`config.mk`:
```
export PLATFORM = sky130hd
export DESIGN_NAME = i2c_ctrl
export DESIGN_NICKNAME = d
export VERILOG_FILES = /design/src/rtl/i2c_ctrl.sv
export SDC_FILE = /design/constraint.sdc
export NUM_CORES = 1
export LEC_CHECK = 0
export CAP_MARGIN = 20
export CORE_MARGIN = 1.5
export CORE_UTILIZATION = 50
export DETAILED_ROUTE_END_ITERATION = 7
export PLACE_DENSITY = 0.76
export SLEW_MARGIN = 15
export SYNTH_ARGS = -nofsm -noshare
export SYNTH_HDL_FRONTEND = slang
export SYNTH_SLANG_ARGS = --single-unit
```
`constraint.sdc`:
```
create_clock -name clk -period 5.56 [get_ports clk]
set_clock_uncertainty 0.15 [all_clocks]
set_input_delay 1.39 -clock clk [delete_from_list [all_inputs] [get_ports clk]]
set_output_delay 1.39 -clock clk [all_outputs]
set_load 0.01 [all_outputs]
```
`src/rtl/i2c_ctrl.sv`:
```
// ---------------------------------------------------------------------------
// i2c_ctrl : byte-level I2C register read/write sequencer.
//
// Turns a single-cycle register write/read request into a sequence of
// bit-engine byte transfers (START/addr/reg/data/STOP). A bus-recovery
// STOP byte is issued on an address/register NACK. A per-byte watchdog
// aborts the transaction if the bit engine never completes.
//
// Ports
//   clk, rstn            system clock, async active-low reset
//   wr_req, rd_req       request pulses (write wins if both)
//   reg_addr, wdata      slave register address / write data
//   cmd, go, tx_data     bit-engine command (one-hot OR), start pulse, tx byte
//   trans_done, rx_data  bit-engine byte-complete pulse, received byte
//   ack_o                sampled slave ACK (0 = ACK, 1 = NACK)
//   rdata                read result, valid from rw_done until next accept
//   rw_done              one-cycle transaction-end pulse
//   ack_err, timeout_err status of the last transaction, valid with rw_done
//   busy                 transaction in progress
// ---------------------------------------------------------------------------
module i2c_ctrl #(
    parameter logic [6:0]  DEV_ADDR = 7'h51,
    parameter logic [15:0] TIMEOUT  = 16'd65535
) (
    input  logic       clk,
    input  logic       rstn,
    input  logic       wr_req,
    input  logic       rd_req,
    input  logic [7:0] reg_addr,
    input  logic [7:0] wdata,
    output logic [5:0] cmd,
    output logic       go,
    output logic [7:0] tx_data,
    input  logic       trans_done,
    input  logic [7:0] rx_data,
    input  logic       ack_o,
    output logic [7:0] rdata,
    output logic       rw_done,
    output logic       ack_err,
    output logic       timeout_err,
    output logic       busy
);

    // Bit-engine command bits (ACK = 6'b010000 exists but is never issued).
    localparam logic [5:0] C_WR   = 6'b000001;
    localparam logic [5:0] C_STA  = 6'b000010;
    localparam logic [5:0] C_RD   = 6'b000100;
    localparam logic [5:0] C_STO  = 6'b001000;
    localparam logic [5:0] C_NACK = 6'b100000;

    typedef enum logic [2:0] {
        S_IDLE, S_ISSUE, S_WAIT, S_RECOVER, S_DONE
    } state_t;

    state_t      r_state;
    logic        r_rd;
    logic        r_recov;
    logic [1:0]  r_step;
    logic [7:0]  r_addr;
    logic [7:0]  r_wdata;
    logic [15:0] r_cnt;

    logic [15:0] w_cnt_nxt;
    logic [1:0]  w_step_nxt;
    logic        w_last;

    // {cmd, tx_data} for a given step of a write or read sequence.
    function automatic logic [13:0] f_step(input logic rd, input logic [1:0] st,
                                           input logic [7:0] ra, input logic [7:0] wd);
        case (st)
            2'd0:    f_step = {C_STA | C_WR, DEV_ADDR, 1'b0};
            2'd1:    f_step = {C_WR, ra};
            2'd2:    f_step = rd ? {C_STA | C_WR, DEV_ADDR, 1'b1} : {C_WR | C_STO, wd};
            default: f_step = {C_RD | C_NACK | C_STO, 8'h00};
        endcase
    endfunction

    assign w_cnt_nxt  = r_cnt + 16'd1;
    assign w_step_nxt = r_step + 2'd1;
    assign w_last     = r_rd ? (r_step == 2'd3) : (r_step == 2'd2);

    // go and rw_done are pulses: cleared every cycle unless set below.
    // The ISSUE/RECOVER state is the cycle in which go is high; the counter
    // is 0 in that cycle so the timeout fires TIMEOUT cycles after go.
    always_ff @(posedge clk or negedge rstn) begin
        if (!rstn) begin
            r_state     <= S_IDLE;
            r_rd        <= 1'b0;
            r_recov     <= 1'b0;
            r_step      <= 2'd0;
            r_addr      <= 8'h00;
            r_wdata     <= 8'h00;
            r_cnt       <= 16'd0;
            cmd         <= 6'd0;
            go          <= 1'b0;
            tx_data     <= 8'h00;
            rdata       <= 8'h00;
            rw_done     <= 1'b0;
            ack_err     <= 1'b0;
            timeout_err <= 1'b0;
            busy        <= 1'b0;
        end else begin
            go      <= 1'b0;
            rw_done <= 1'b0;
            case (r_state)
                S_IDLE: begin
                    if (wr_req || rd_req) begin
                        r_rd            <= ~wr_req;
                        r_addr          <= reg_addr;
                        r_wdata         <= wdata;
                        r_step          <= 2'd0;
                        r_recov         <= 1'b0;
                        busy            <= 1'b1;
                        ack_err         <= 1'b0;
                        timeout_err     <= 1'b0;
                        {cmd, tx_data}  <= f_step(1'b0, 2'd0, reg_addr, wdata);
                        go              <= 1'b1;
                        r_cnt           <= 16'd0;
                        r_state         <= S_ISSUE;
                    end
                end
                S_ISSUE, S_RECOVER: begin
                    r_cnt   <= w_cnt_nxt;
                    r_state <= S_WAIT;
                end
                S_WAIT: begin
                    if (trans_done) begin
                        if (r_recov) begin
                            rw_done <= 1'b1;
                            busy    <= 1'b0;
                            r_state <= S_DONE;
                        end else if (cmd[0] && ack_o) begin
                            ack_err <= 1'b1;
                            if (cmd[3]) begin
                                rw_done <= 1'b1;
                                busy    <= 1'b0;
                                r_state <= S_DONE;
                            end else begin
                                // Release the bus with a dummy byte + STOP.
                                cmd     <= C_WR | C_STO;
                                tx_data <= 8'hFF;
                                go      <= 1'b1;
                                r_cnt   <= 16'd0;
                                r_recov <= 1'b1;
                                r_state <= S_RECOVER;
                            end
                        end else if (w_last) begin
                            if (r_rd) rdata <= rx_data;
                            rw_done <= 1'b1;
                            busy    <= 1'b0;
                            r_state <= S_DONE;
                        end else begin
                            r_step         <= w_step_nxt;
                            {cmd, tx_data} <= f_step(r_rd, w_step_nxt, r_addr, r_wdata);
                            go             <= 1'b1;
                            r_cnt          <= 16'd0;
                            r_state        <= S_ISSUE;
                        end
                    end else if (w_cnt_nxt == TIMEOUT) begin
                        timeout_err <= 1'b1;
                        rw_done     <= 1'b1;
                        busy        <= 1'b0;
                        r_state     <= S_DONE;
                    end else begin
                        r_cnt <= w_cnt_nxt;
                    end
                end
                S_DONE:  r_state <= S_IDLE;
                default: r_state <= S_IDLE;
            endcase
        end
    end

endmodule

```
# Word level (Yosys, flattened, before mapping)
# Cells that the tools add are included.
dict set report totals {
  reg_bits 66
  input_bits 30
  out_inout_bits 27
  elab_cells 137
}
dict set report op_classes {
  add_sub_neg 2
  eq_ne 25
  muxes 73
  n_bitwise 3
  n_reduce_logical 18
}
# cell n
set ops {}
lappend ops {{16-bit two-way mux} 7}
lappend ops {{8-bit two-way mux} 6}
lappend ops {{16-bit case mux with 3 select lines} 1}
lappend ops {{14-bit case mux with 3 select lines} 1}
lappend ops {{6-bit two-way mux} 6}
lappend ops {{1-bit two-way mux} 30}
lappend ops {{6-bit AND reduction} 4}
lappend ops {{3-bit two-way mux} 7}
lappend ops {{16-bit by 1-bit adder with 16-bit output, second input constant} 1}
lappend ops {{16-bit equality test, second input constant} 1}
lappend ops {{2-bit != test, second input constant} 8}
lappend ops {{8-bit case mux with 2 select lines} 1}
lappend ops {{3-bit != test, second input constant} 5}
lappend ops {{5-bit AND reduction} 3}
lappend ops {{12-bit two-way mux} 1}
lappend ops {{6-bit case mux with 2 select lines} 1}
lappend ops {{2-bit two-way mux} 5}
lappend ops {{5-bit != test, second input constant} 2}
lappend ops {{1-bit case mux with 2 select lines} 5}
lappend ops {{3-bit case mux with 3 select lines} 1}
lappend ops {{4-bit != test, second input constant} 2}
lappend ops {{2-bit equality test, second input constant} 3}
lappend ops {{3-bit by 2-bit equality test with 1-bit output, second input constant} 2}
lappend ops {{2-bit case mux with 2 select lines} 1}
lappend ops {{other kinds (14)} 17}

# Logic depth before layout (Yosys ltp)
dict set report depth {
  word_depth 8
  depth_mapped 9
  depth_no_buf 8
}

# Worst setup path before layout
# Ideal clock, no wire load.
dict set report synth_timing {
  kind {in2reg}
  start {input port ack_o}
  end {register r_cnt[1]}
  setup_ns 0.127
  arrival_time_ns 2.708
  t_required_ns 5.283
  slack_ns 2.574
  cell_stages 7
  path_buffers 1
  path_cell_list {and2_1 -> clkbuf_1 -> nand2_1 -> a31oi_1 -> a221oi_1 -> o21a_1 -> mux2_1}
}
dict set report synth_between {
  elab_chain_len 5
  elab_cells_between_ends 8
  cone_classes {eq/ne: 2; mux: 4; reduce/logical: 2}
}
# element line
set synth_rtl {}
lappend synth_rtl {{start, declared} 36} ;# input logic ack_o,
lappend synth_rtl {{1-bit logical AND (*)} 132} ;# end else if (cmd[0] && ack_o) begin
lappend synth_rtl {{16-bit two-way mux} 132}
lappend synth_rtl {{16-bit two-way mux} 128} ;# if (r_recov) begin
lappend synth_rtl {{16-bit two-way mux} 127} ;# if (trans_done) begin
lappend synth_rtl {{16-bit case mux with 3 select lines} 105} ;# case (r_state)
lappend synth_rtl {{end signal, assigned} 123} ;# r_cnt <= w_cnt_nxt;
lappend synth_rtl {{end signal, assigned} 165} ;# r_cnt <= w_cnt_nxt;
lappend synth_rtl {{end, declared} 61} ;# logic [15:0] r_cnt;
# Every way passes the cells marked *; elsewhere a longest branch is shown, timed or not. The select of a mux whose other input is x is not followed.
# A chain may end at the register's enable or synchronous reset.

# Worst setup path in the final report
dict set report layout_timing {
  start {input port trans_done}
  end {register r_cnt[1]}
}
dict set report layout_between {
  elab_chain_len 2
  elab_cells_between_ends 7
  cone_classes {eq/ne: 4; mux: 2; reduce/logical: 1}
}
# element line
set layout_rtl {}
lappend layout_rtl {{start, declared} 34} ;# input logic trans_done,
lappend layout_rtl {{4-bit != test (no source line), or another cell as far along} --}
lappend layout_rtl {{6-bit AND reduction (no source line) or 16-bit case mux with 3 select lines (tied branches)} --}
# Parallel ways exist; a longest one is shown, timed or not.

==> Implementation_results.wiki <==
{| class="wikitable"
! Metric !! Value
|-
| Source-to-sink clock delay at the later pin of the worst-skew pair || 330 ps
|-
| Global placement routability congestion || 0.874
|-
| GRT Resource Usage Total || approximately 22%
|-
| Maximum level of the CTS H-tree || 3
|-
| Capturing element type of the critical path || flip-flop
|-
| Most common cell after layout, fill and taps aside || dfrtp_1
|-
| Worst slew margin relative to its limit || 44.8%
|-
| Post-synthesis area per instance || a little under 10 sq um
|-
| Count of TritonRoute iterations in the first routing pass || 5
|-
| Total of hold buffers inserted after clock tree synthesis || 0
|-
| Cell area reported after detailed placement || 3830 sq um
|-
| Post-route design area || 4020 sq um
|-
| Setup repair after global routing missed its margin || no
|-
| Most frequent cells in the layout || dfrtp_1 (64), clkdlybuf4s50_1 (54), nand2_1 (36), nor2_1 (31), mux2_2 (26)
|-
| CP arrival || 3900 ps
|-
| DRC Markers || 0
|-
| Worst-path maximum fanout || 12
|-
| Hold path depth || 2
|-
| Number of enable-type register cells in the synthesized netlist || 0
|-
| Critical Setup Path Class || in2reg
|-
| HPWL Detailed || 5020 um
|-
| Dominant register cell in the synthesized netlist || dfrtp_1
|-
| Synth warnings || 0
|-
| Worst ir drop on vdd || 248 uV
|-
| LEAKAGE || 1.70 nW
|-
| Proportion of synthesized flip-flops having asynchronous set or reset || between 90% and 100%
|-
| CP required || 5620 ps
|-
| Ratio of cells with drive above 1 in the final layout || 12.9%
|-
| Area of the core || between 6000 and 7000 sq um
|-
| Post-CTS setup repair buffer count || 0
|-
| Buffer type at the clock tree root || clkbuf_8
|-
| Die Width || ~84 um
|-
| Count of cells resized by post-cts repair || 0
|-
| Worst hold-check path type || reg2reg
|-
| Number of distinct library cell variants in the gate-level netlist after synthesis || 53
|-
| Largest net degree at the start of global routing || 65
|-
| Smallest hold slack || roughly 340 ps
|-
| Sequential cell area in the final layout || ~1600 sq um
|-
| Max Clk Rate || 0.260 GHz
|-
| Setup TNS Final || 0 ps
|-
| TritonCTS clock tree || yes
|-
| Final setup slack of the worst path || 1720 ps
|-
| Net total in the final layout || approximately 420
|-
| Number of diodes added for antenna fixing || 0
|-
| Antenna violations before repair || 0
|-
| Sequential fraction of the synthesis area || roughly half
|-
| Antenna-violating nets left || 0
|-
| Number of maximum-capacitance violations || 0
|-
| Pwr Density || roughly 440 nW/um^2
|-
| Hold violation count in the final report || 0
|-
| Number of register bits inferred by synthesis || 64
|-
| Maximum root-to-sink buffer count || 2
|-
| Worst-path clk slew || around 70 ps
|-
| Slew at the pin closest to its max-slew limit || slightly above 800 ps
|-
| Die extent in y || 84.0 um
|-
| Vias per inst || 5.72
|-
| Synth Net Count || 370
|-
| Final global-route overflow total || 0
|-
| Area of the mapped netlist || 3280 sq um
|-
| Iter 0 DRT Violations || 170
|-
| Number of global-route vias before repair || roughly 2700
|-
| Die area || between 7000 and 8000 sq um
|-
| Fin crit share || between 60 and 70%
|-
| Wirelength, routed || 7080 um
|-
| Average wire length per cell after detail routing || 15.2 um
|-
| Multi-input logic area || 1550 sq um
|-
| Initial core utilization || 51.6%
|-
| Startpoint types || primary input
|-
| Number of core rows || 29
|-
| Post-layout minimum cycle time || 3840 ps
|-
| Port-buffer cells || 55
|-
| Filler instances || 501
|-
| CTS Buf Count || 9
|-
| Max-slew violation total from the final report || 0
|-
| Number of vias in the routed layout || 2662
|-
| I/O Pins || 57
|-
| Cells after synthesis || 335
|-
| Outcome || finished clean
|-
| Area Growth Syn to Fin || 22.7%
|-
| Setup violations, final || 0
|-
| Length in cells of the worst reg-to-reg path || 7
|-
| Number of sinks on the clock net || 64
|-
| Pre-CTS WS || 1390 ps
|-
| Global-route wire length before repair || 12400 um
|}
sequential cells by signal, summed over array words and instances, names as in the netlist, 2 cells and up:
name / cells
r_cnt: 16
r_addr: 8
r_wdata: 8
rdata: 8
tx_data: 8
cmd: 4
r_state: 3
r_step: 2
per-layer routing:
layer | track usage [%] | part of all wire [%] | vias to the layer above
li1 | - | - | 1296
met1 | 28.2 | 46 | 1291
met2 | 35.8 | 49 | 67
met3 | 5.34 | 4.2 | 8
met4 | 8.79 | 1.1 | 0
met5 | 0 | 0 | -
cell type report:
cell class              instances  share of cell area [%]
clock buffers                  11                    3.52
well taps                      77                    2.40
flip-flops and latches         64                    39.8
inverters                       8                   0.747
multi-input cells             244                    38.5
clock inverters                 4                    1.12
repair buffers                 57                    13.9
cells by family after synthesis:
kind of cell,count (synthesis),share of synthesized area (%)
and+or+nand+nor,120,17.6
AOI/OAI and AO/OA,87,17.1
DFF,64,48.9
muxes,28,9.58
buffers and inverters,27,3.97
adders and majority gates,5,1.91
xor gates and xnor gates,3,0.802
other,1,0.114
cell usage after synthesis (2+ instances only):
| cell | count | area, sq um |
|---|---|---|
| clkbuf_1 | 9 | 33.8 |
| buf_6 | 2 | 22.5 |
| buf_2 | 4 | 20.0 |
| and3_1 | 4 | 25.0 |
| a21oi_1 | 19 | 95.1 |
| nand3_2 | 2 | 20.0 |
| o22ai_1 | 2 | 12.5 |
| mux2_2 | 26 | 293 |
| buf_4 | 2 | 15.0 |
| inv_1 | 7 | 26.3 |
| nand4_1 | 3 | 18.8 |
| nor4_1 | 5 | 31.3 |
| nor2_1 | 31 | 116 |
| a31oi_1 | 12 | 75.1 |
| nand2_1 | 36 | 135 |
| ha_1 | 5 | 62.6 |
| o21a_1 | 5 | 37.5 |
| dfrtp_1 | 64 | 1600 |
| and2_1 | 4 | 25.0 |
| nand3_1 | 13 | 65.1 |
| nand2b_1 | 6 | 37.5 |
| a211o_1 | 2 | 17.5 |
| xnor2_1 | 2 | 17.5 |
| o211ai_1 | 2 | 15.0 |
| o31ai_1 | 5 | 37.5 |
| a41oi_1 | 2 | 17.5 |
| a22oi_1 | 6 | 45.0 |
| nor2b_1 | 4 | 25.0 |
| nor3_1 | 9 | 45.0 |
| o21ai_0 | 19 | 95.1 |
through the flow:
step	cells	power (mW)	utilization [%]
floorplan	335	1.18	-
global placement	450	1.38	60.4
detailed placement	450	1.41	60.4
CTS	465	1.79	63.3
global route	465	1.92	63.3
finish	465	1.78	63.3
where the power goes:
group | switching [mW] | total [mW] | internal [mW] | leakage, nW
clock | 0.169 | 0.384 | 0.215 | 0.0989
combinational | 0.367 | 0.680 | 0.314 | 0.794
sequential | 0.118 | 0.720 | 0.602 | 0.811
path summary, 6_finish.rpt:
path                            startpoint          to  slack, ps
min in group asynchronous             rstn    r_cnt[8]       1070
worst max register to register    r_cnt[0]    r_cnt[1]       2590
worst min-delay path            tx_data[0]  tx_data[0]        340
max in group asynchronous             rstn    rdata[6]       3670
worst max-delay path            trans_done    r_cnt[1]       1720
worst min register to register  tx_data[0]  tx_data[0]        340
worst max-delay path, cell delays in order:
cell	delay, ps
clkdlybuf4s50_1	720
nor2b_1	340
a31oi_1	210
a221oi_1	390
o21a_1	470
mux2_1	380
(Power assumes the default switching activity.)
